===== src/rtl/seq_pkg.sv =====
// Shared definitions for the serializer and the sequence-detector benches.
package seq_pkg;

    localparam int unsigned SEQ_DEFAULT_WIDTH = 8;

    typedef enum logic {
        IDLE  = 1'b0,
        SHIFT = 1'b1
    } seq_state_e;

endpackage


===== src/rtl/seq_bit_counter.sv =====
// Bit position counter: counts 0..WIDTH-1 with a registered terminal-count flag.
module seq_bit_counter
    import seq_pkg::*;
#(
    parameter int unsigned WIDTH = SEQ_DEFAULT_WIDTH
) (
    input  logic clk_i,
    input  logic rst_i,
    input  logic load_i,
    input  logic en_i,
    output logic tc_o
);

    localparam int unsigned CW = $clog2(WIDTH);

    logic [CW-1:0] count_q, count_d;
    logic          tc_q, tc_d;

    // Load restarts at bit 0; enable advances and wraps after the last bit.
    always_comb begin
        count_d = count_q;
        tc_d    = tc_q;
        if (load_i) begin
            count_d = '0;
            tc_d    = 1'b0;
        end else if (en_i) begin
            if (tc_q) begin
                count_d = '0;
                tc_d    = 1'b0;
            end else begin
                count_d = count_q + CW'(1);
                tc_d    = (count_q == CW'(WIDTH - 2));
            end
        end
    end

    // Counter and terminal-count registers.
    always_ff @(posedge clk_i) begin
        if (rst_i) begin
            count_q <= '0;
            tc_q    <= 1'b0;
        end else begin
            count_q <= count_d;
            tc_q    <= tc_d;
        end
    end

    assign tc_o = tc_q;

endmodule


===== src/rtl/seq_serializer.sv =====
// Parallel-to-serial converter with one shift register and one pending buffer.
module seq_serializer
    import seq_pkg::*;
#(
    parameter int unsigned WIDTH      = SEQ_DEFAULT_WIDTH,
    parameter bit          MSB_FIRST  = 1'b1,
    parameter bit          IDLE_LEVEL = 1'b0
) (
    input  logic             clock,
    input  logic             reset,
    input  logic [WIDTH-1:0] data_in,
    input  logic             data_valid,
    output logic             data_ready,
    output logic             sequence_out,
    output logic             serial_valid,
    output logic             word_done,
    output logic             busy
);

    seq_state_e       state_q, state_d;
    logic [WIDTH-1:0] shift_q, shift_d;
    logic [WIDTH-1:0] pend_q, pend_d;
    logic             pend_full_q, pend_full_d;
    logic [WIDTH-1:0] shifted_c;
    logic             cnt_load_c;
    logic             xfer_c;
    logic             last_bit;
    logic             out_bit_c;

    seq_bit_counter #(
        .WIDTH (WIDTH)
    ) u_bit_counter (
        .clk_i  (clock),
        .rst_i  (reset),
        .load_i (cnt_load_c),
        .en_i   (state_q == SHIFT),
        .tc_o   (last_bit)
    );

    assign xfer_c    = data_valid && data_ready;
    assign shifted_c = MSB_FIRST ? {shift_q[WIDTH-2:0], 1'b0}
                                 : {1'b0, shift_q[WIDTH-1:1]};

    // Next-state: load shifter when empty or finishing, otherwise park in pending.
    always_comb begin
        state_d     = state_q;
        shift_d     = shift_q;
        pend_d      = pend_q;
        pend_full_d = pend_full_q;
        cnt_load_c  = 1'b0;
        case (state_q)
            IDLE: begin
                if (xfer_c) begin
                    shift_d    = data_in;
                    state_d    = SHIFT;
                    cnt_load_c = 1'b1;
                end
            end
            SHIFT: begin
                if (!last_bit) begin
                    shift_d = shifted_c;
                    if (xfer_c) begin
                        pend_d      = data_in;
                        pend_full_d = 1'b1;
                    end
                end else if (pend_full_q) begin
                    shift_d    = pend_q;
                    cnt_load_c = 1'b1;
                    if (xfer_c) begin
                        pend_d = data_in;
                    end else begin
                        pend_full_d = 1'b0;
                    end
                end else if (xfer_c) begin
                    shift_d    = data_in;
                    cnt_load_c = 1'b1;
                end else begin
                    shift_d = '0;
                    state_d = IDLE;
                end
            end
            default: state_d = IDLE;
        endcase
    end

    // State and datapath registers.
    always_ff @(posedge clock) begin
        if (reset) begin
            state_q     <= IDLE;
            shift_q     <= '0;
            pend_q      <= '0;
            pend_full_q <= 1'b0;
        end else begin
            state_q     <= state_d;
            shift_q     <= shift_d;
            pend_q      <= pend_d;
            pend_full_q <= pend_full_d;
        end
    end

    assign out_bit_c    = MSB_FIRST ? shift_q[WIDTH-1] : shift_q[0];
    assign serial_valid = (state_q == SHIFT);
    assign sequence_out = serial_valid ? out_bit_c : IDLE_LEVEL;
    assign word_done    = serial_valid && last_bit;
    assign busy         = serial_valid || pend_full_q;
    assign data_ready   = !pend_full_q && !reset;

endmodule


===== config.mk =====
export PLATFORM = sky130hd
export DESIGN_NAME = seq_serializer
export DESIGN_NICKNAME = d
export VERILOG_FILES = /design/src/rtl/seq_pkg.sv /design/src/rtl/seq_bit_counter.sv /design/src/rtl/seq_serializer.sv
export SDC_FILE = /design/constraint.sdc
export NUM_CORES = 1
export LEC_CHECK = 0
export ABC_AREA = 0
export ABC_CLOCK_PERIOD_IN_PS = 1700
export CAP_MARGIN = 15
export CORE_MARGIN = 5
export CORE_UTILIZATION = 52
export CTS_BUF_LIST = sky130_fd_sc_hd__clkbuf_16
export DETAILED_ROUTE_END_ITERATION = 6
export GPL_ROUTABILITY_DRIVEN = 1
export PLACE_DENSITY = 0.87
export SLEW_MARGIN = 20
export SYNTH_ARGS = -nofsm -noshare
export SYNTH_HDL_FRONTEND = slang
export SYNTH_SLANG_ARGS = --single-unit

===== constraint.sdc =====
create_clock -name clock -period 1.7 [get_ports clock]
set_input_delay 0.34 -clock clock [delete_from_list [all_inputs] [get_ports clock]]
set_output_delay 0.34 -clock clock [all_outputs]
set_load 0.05 [all_outputs]

==> results of run 1 <==
[state kept, by name, indices dropped and copies added (netlist names)]
register and count:
pend_q 8, serial_valid 1, u_bit_counter.count_q 3, shift_q 8, u_bit_counter.tc_o 1, pend_full_q 1
[final cells by class]
type,instances,area share
Multi-Input combinational cell,94,0.395
Sequential cell,22,0.314
Timing Repair Buffer,22,0.190
Clock buffer,3,0.0533
Tap cell,27,0.0240
Inverter,8,0.0213
Clock inverter,1,0.00267
[synthesized netlist by cell type (2+ instances only)]
cell type  instances  area share
nand2_1           24       0.084
dfxtp_1           22        0.41
nor2_1            17       0.059
a21oi_1           12       0.056
inv_1              8       0.028
nand3_1            8       0.037
a22oi_1            6       0.042
o32ai_1            5       0.041
buf_2              4       0.019
clkbuf_1           3       0.010
a22oi_2            2       0.023
and2_1             2       0.012
buf_6              2       0.021
ha_1               2       0.023
nand2b_1           2       0.012
nor2b_1            2       0.012
o32ai_2            2       0.030
[worst paths after layout]
check                            endpoint  slack, ns  cells past startpoint
worst max-delay path            word_done       0.09                      2
worst min-delay path            pend_q[2]       0.46                      2
worst max register to register  pend_q[7]       0.25                      6
worst min register to register  pend_q[2]       0.46                      2
[per-stage QoR]
step,cells,utilization
after floorplan,134,-
after global placement,173,0.672
after detailed placement,173,0.672
after CTS,177,0.714
after global routing,177,0.717
final,177,0.717
[critical path, cell delays in order, from the launching register on]
cell	delay, ns
dfxtp_1	0.56
and2_1	0.29
buf_12	0.16
[placed cells by master, fill, tap and decap left out, types with 3 or more instances in the layout]
| cell | Yosys | routed |
|---|---|---|
| buf_12 | 0 | 6 |
| a22oi_1 | 6 | 6 |
| nand2_1 | 24 | 24 |
| a21oi_1 | 12 | 12 |
| nor2_1 | 17 | 16 |
| dfxtp_1 | 22 | 21 |
| clkbuf_16 | 0 | 3 |
| inv_1 | 8 | 8 |
| nand3_1 | 8 | 8 |
| buf_4 | 0 | 6 |
| o32ai_1 | 5 | 5 |
| clkdlybuf4s50_1 | 0 | 9 |
[power groups by stage]
| stage | registers, W | clock network [W] | logic [W] |
|---|---|---|---|
| after floorplan | 0.000578 | 0 | 0.000140 |
| after global placement | 0.000580 | 0 | 0.000231 |
| after detailed placement | 0.000581 | 0 | 0.000237 |
| after CTS | 0.000570 | 0.000500 | 0.000243 |
| after global routing | 0.000574 | 0.000522 | 0.000267 |
| final | 0.000570 | 0.000494 | 0.000244 |
[cell families after synthesis]
logic type | count (synthesis) | share of synthesized area
AND/OR/NAND/NOR | 60 | 0.256
AO/OA/AOI/OAI | 30 | 0.213
flip-flops | 22 | 0.409
buffers and inverters | 18 | 0.0814
adder cells (fa/ha/maj) | 2 | 0.0233
XOR/XNOR | 1 | 0.00814
multiplexers | 1 | 0.00930
[layer usage]
metal	global-route usage	part of all wire	up-vias
li1	-	-	490
met1	0.214	0.41	483
met2	0.311	0.51	35
met3	0.0443	0.054	9
met4	0.118	0.026	0
met5	0	0	-
[repair_timing]
item	CTS	global route
setup endpoints to repair	1	2
buffers inserted	0	0
hold endpoints to repair	0	0
resized for setup	1	2
hold buffers	0	0
==> flow_metrics.tcl, run 1 <==
set metrics [dict create \
    finClkSkew_ns 0.00158 \
    grt_pass1_wl_um 4640 \
    drive_above_1_share 0.160 \
    fillers 160 \
    power_w 0.00131 \
    place_hpwl_um 1800 \
    power_density_mw_per_mm2 930 \
    overflow 0 \
    hold_ws_ns 0.457 \
    path_clk_slew_ns 0.06 \
    yosysSeqAreaShare 0.409 \
    row_count 16 \
    syn_nets 147 \
    dp_slack_ns -0.121 \
    comb_power_share 0.187 \
    timing.final.crit_share 0.948 \
    yosys_warnings 0 \
    reg2reg_from "pend_full_q" \
    multi_input_area_sq_um 556 \
    cp.arrival_ns 1.27 \
    layout_setup_ws_ns 0.0892 \
    rsz0062_at_grt "no" \
    setup_viol_count_final 0 \
    cts_sinks 22 \
    synth_seq_cells 22 \
    drc_errors 0 \
    areaGrowthSynthToFinish_pct 30.8 \
    worstPathMaxFanout 12 \
    port_buffers 15 \
    clk_path_buf_depth 2 \
    p_leak_nw 0.530 \
    switchingPower_w 0.000333 \
    finalSetupTns_ns 0 \
    boundaryPins 16 \
    critical_path_class "flip-flop to primary output" \
    p_sw_frac 0.255 \
    antenna_cells 0 \
    gp_routability_congestion 0.802 \
    slew_headroom 0.731 \
    vias_per_cell 5.75 \
    end_kind "primary output" \
    fmaxAchievable_mhz 621 \
    grt_start_max_net_pins 19 \
    coreArea_sq_mm 0.00196 \
    vias 1017 \
    seq_area_sq_um 442 \
    drt_iter0_drc 28 \
    initial_utilization 0.548 \
    max-cap-violations 0 \
    synthFlopType "dfxtp_1" \
    root_buffer "clkbuf_16" \
    timing.final.crit_period_ns 1.61 \
    hold_start "pend_q[2]" \
    fp.dieH_um 55.5 \
    grt_use_total 0.187 \
    p_int_w 0.000976 \
    p_seq_frac 0.436 \
    clock_latency_ns 0.25 \
    die_x_um 55.5 \
    synth_edf_count 0 \
    hold_violations 0 \
    start_kind "flip-flop" \
    grt_pass1_vias 1074 \
    routedWlPerCell_um 15.0 \
    slew_viol_final 0 \
    wl_um 2650 \
    synthCells 134 \
    cts_tree "built" \
    crit_path_start "u_bit_counter.tc_o" \
    min_path_type "flip-flop to flip-flop" \
    synthArstFlopShare 0 \
    antenna_found_initial 0 \
    ant_nets 0 \
    cts_inserted_buffers 3 \
    final_area_sq_mm 0.00141 \
    tightest_slew_ns 0.403 \
    dieArea_sq_mm 0.00308 \
    syn_area_sq_mm 0.00108 \
    crit_required_ns 1.36 \
    drtPass1Iterations 4 \
    max-vdd-ir-drop_mv 0.697 \
    synth_area_per_cell_sq_um 8.03 \
    clkPwrFrac 0.378 \
    nets 164 \
    synth_cell_types 28 \
    dpl_cell_area_sq_mm 0.00132 \
    status "finished clean" \
    h-tree-depth 1 \
]
No activity file was read; power rests on OpenSTA's default activity.
==> run 2, diff against run 1 <==
--- a/config.mk
+++ b/config.mk
@@ -6,14 +6,14 @@
 export NUM_CORES = 1
 export LEC_CHECK = 0
 export ABC_AREA = 0
-export ABC_CLOCK_PERIOD_IN_PS = 1700
+export ABC_CLOCK_PERIOD_IN_PS = 2000
 export CAP_MARGIN = 15
 export CORE_MARGIN = 5
-export CORE_UTILIZATION = 52
+export CORE_UTILIZATION = 55
 export CTS_BUF_LIST = sky130_fd_sc_hd__clkbuf_16
 export DETAILED_ROUTE_END_ITERATION = 6
 export GPL_ROUTABILITY_DRIVEN = 1
-export PLACE_DENSITY = 0.87
+export PLACE_DENSITY = 0.91
 export SLEW_MARGIN = 20
 export SYNTH_ARGS = -nofsm -noshare
 export SYNTH_HDL_FRONTEND = slang
==> constraint.sdc (replaced) <==
create_clock -name clock -period 2 [get_ports clock]
set_input_delay 0.4 -clock clock [delete_from_list [all_inputs] [get_ports clock]]
set_output_delay 0.4 -clock clock [all_outputs]
set_load 0.05 [all_outputs]
==> run 2 against run 1 <==
Net effect: clock-buffer cell count unchanged; hold slack worse by 0.0039 ns; register-to-register slack improved by 0.16 ns; sequential cell count unchanged; via count decreased by 1.4%; non-clock buffer count shrank 1; worst setup slack gained 0.054 ns; sequential share of layout area is 0.42 points higher; final cell count down 1.1%; clock power down 17%; cell area decreased by 1.6%; sequential power fell by 15%.
==> flow_metrics.tcl, run 2 (same netlist as run 1, synthesis figures left out) <==
set metrics [dict create \
    end_kind "primary output" \
    boundaryPins 16 \
    hold_violations 0 \
    path_clk_slew_ns 0.05 \
    nets 163 \
    hold_buffers 0 \
    overflow 0 \
    areaGrowthSynthToFinish_pct 28.7 \
    port_buffers 15 \
    min_path_type "flip-flop to flip-flop" \
    timing.final.crit_period_ns 1.86 \
    wl_um 2590 \
    antenna_cells 0 \
    timing.final.crit_share 0.928 \
    power_density_mw_per_mm2 793 \
    vias_per_cell 5.73 \
    place_hpwl_um 1820 \
    grt_use_total 0.204 \
    critical_path_class "input pin to primary output" \
    cts_tree "built" \
    cts_inserted_buffers 3 \
    slew_headroom 0.722 \
    p_leak_nw 0.513 \
    crit_required_ns 1.60 \
    start_kind "input pin" \
    fmaxAchievable_mhz 539 \
    coreArea_sq_mm 0.00192 \
    dieArea_sq_mm 0.00294 \
    initial_utilization 0.560 \
    vias 1003 \
    cp.arrival_ns 1.46 \
    drive_above_1_share 0.135 \
    antenna_found_initial 0 \
    worstPathMaxFanout 7 \
    grt_start_max_net_pins 17 \
    drt_iter0_drc 39 \
    grt_pass1_vias 1057 \
    gp_routability_congestion 0.846 \
    grt_pass1_wl_um 4420 \
    drc_errors 0 \
    cts_sinks 22 \
    hold_ws_ns 0.453 \
    finalSetupTns_ns 0 \
    power_w 0.00110 \
    drtPass1Iterations 4 \
    rsz0062_at_grt "no" \
    fp.dieH_um 54.2 \
    final_common_cell "nand2_1" \
    max-vdd-ir-drop_mv 0.570 \
    root_buffer "clkbuf_16" \
    dpl_cell_area_sq_mm 0.00131 \
    max-cap-violations 0 \
    die_x_um 54.2 \
    clk_path_buf_depth 2 \
    post-cts-setup-buffer-count 0 \
    final_cell_mix "24 x nand2_1, 22 x dfxtp_1, 17 x nor2_1" \
    postCtsResizedCells 0 \
    tightest_slew_ns 0.416 \
    routedWlPerCell_um 14.8 \
    setup_viol_count_final 0 \
    finClkSkew_ns 0.00266 \
    h-tree-depth 1 \
    reg.largest.list "pend_q x8, shift_q x8, u_bit_counter.count_q x3" \
    ant_nets 0 \
    status "finished clean" \
    slew_viol_final 0 \
    final_area_sq_mm 0.00139 \
    clock_latency_ns 0.25 \
    row_count 16 \
]
[run 2: cell count changes in the layout (fill, tap and decap cells not counted)]
| cell | delta |
|---|---|
| clkdlybuf4s50_1 | +1 |
| or3_1 | +1 |
| dfxtp_1 | +1 |
| or3_4 | -1 |
| clkinv_1 | -1 |
| buf_4 | -1 |
| nor2_1 | +1 |
| dlymetal6s2s_1 | -1 |
| nor2_2 | -1 |
| dfxtp_2 | -1 |
[run 2: per-stage QoR]
step                instances  utilization  setup slack, ns
finish                    175        0.721            0.143
global route              175        0.721           0.0583
CTS                       175        0.721            0.130
detailed placement        172        0.682            0.147
global placement          172        0.682            0.156
floorplan                 134            -            0.151
[run 2: cell type report]
class                      instances  area [sq um]
multi-input combinational         94           548
tap                               27          33.8
fill                             156           537
inverter                           8          30.0
sequential                        22           440
clock buffer                       3          75.1
timing repair buffer              21           258
[run 2: critical path, stage by stage]
cell	delay, ns
clkdlybuf4s50_1	0.50
buf_4	0.21
nor2_1	0.18
buf_12	0.17
[run 2: power by group]
group          internal, W  total (W)  switching (W)
Combinational    0.0000965   0.000203       0.000107
Sequential        0.000463   0.000484      0.0000215
Clock             0.000264   0.000410       0.000146
Total             0.000823    0.00110       0.000275
[run 2: final timing paths]
path           endpoint  cells past startpoint  slack, ns    startpoint
max reg2reg   pend_q[4]                      5       0.41  serial_valid
max          data_ready                      4       0.14         reset
min reg2reg  shift_q[7]                      2       0.45    shift_q[7]
min          shift_q[7]                      2       0.45    shift_q[7]
[run 2: routing by layer]
layer	vias to the layer above	global-route usage	routed length, um
met5	-	0	0
met4	0	0.0996	53
met3	9	0.0436	140
met2	42	0.341	1330
met1	470	0.247	1060
li1	482	-	-
==> run 3, diff against run 2 <==
--- a/config.mk
+++ b/config.mk
@@ -5,7 +5,6 @@
 export SDC_FILE = /design/constraint.sdc
 export NUM_CORES = 1
 export LEC_CHECK = 0
-export ABC_AREA = 0
 export ABC_CLOCK_PERIOD_IN_PS = 2000
 export CAP_MARGIN = 15
 export CORE_MARGIN = 5
==> results of run 3 <==
No change in the layout: final DEF, timing and power equal those of run 2.
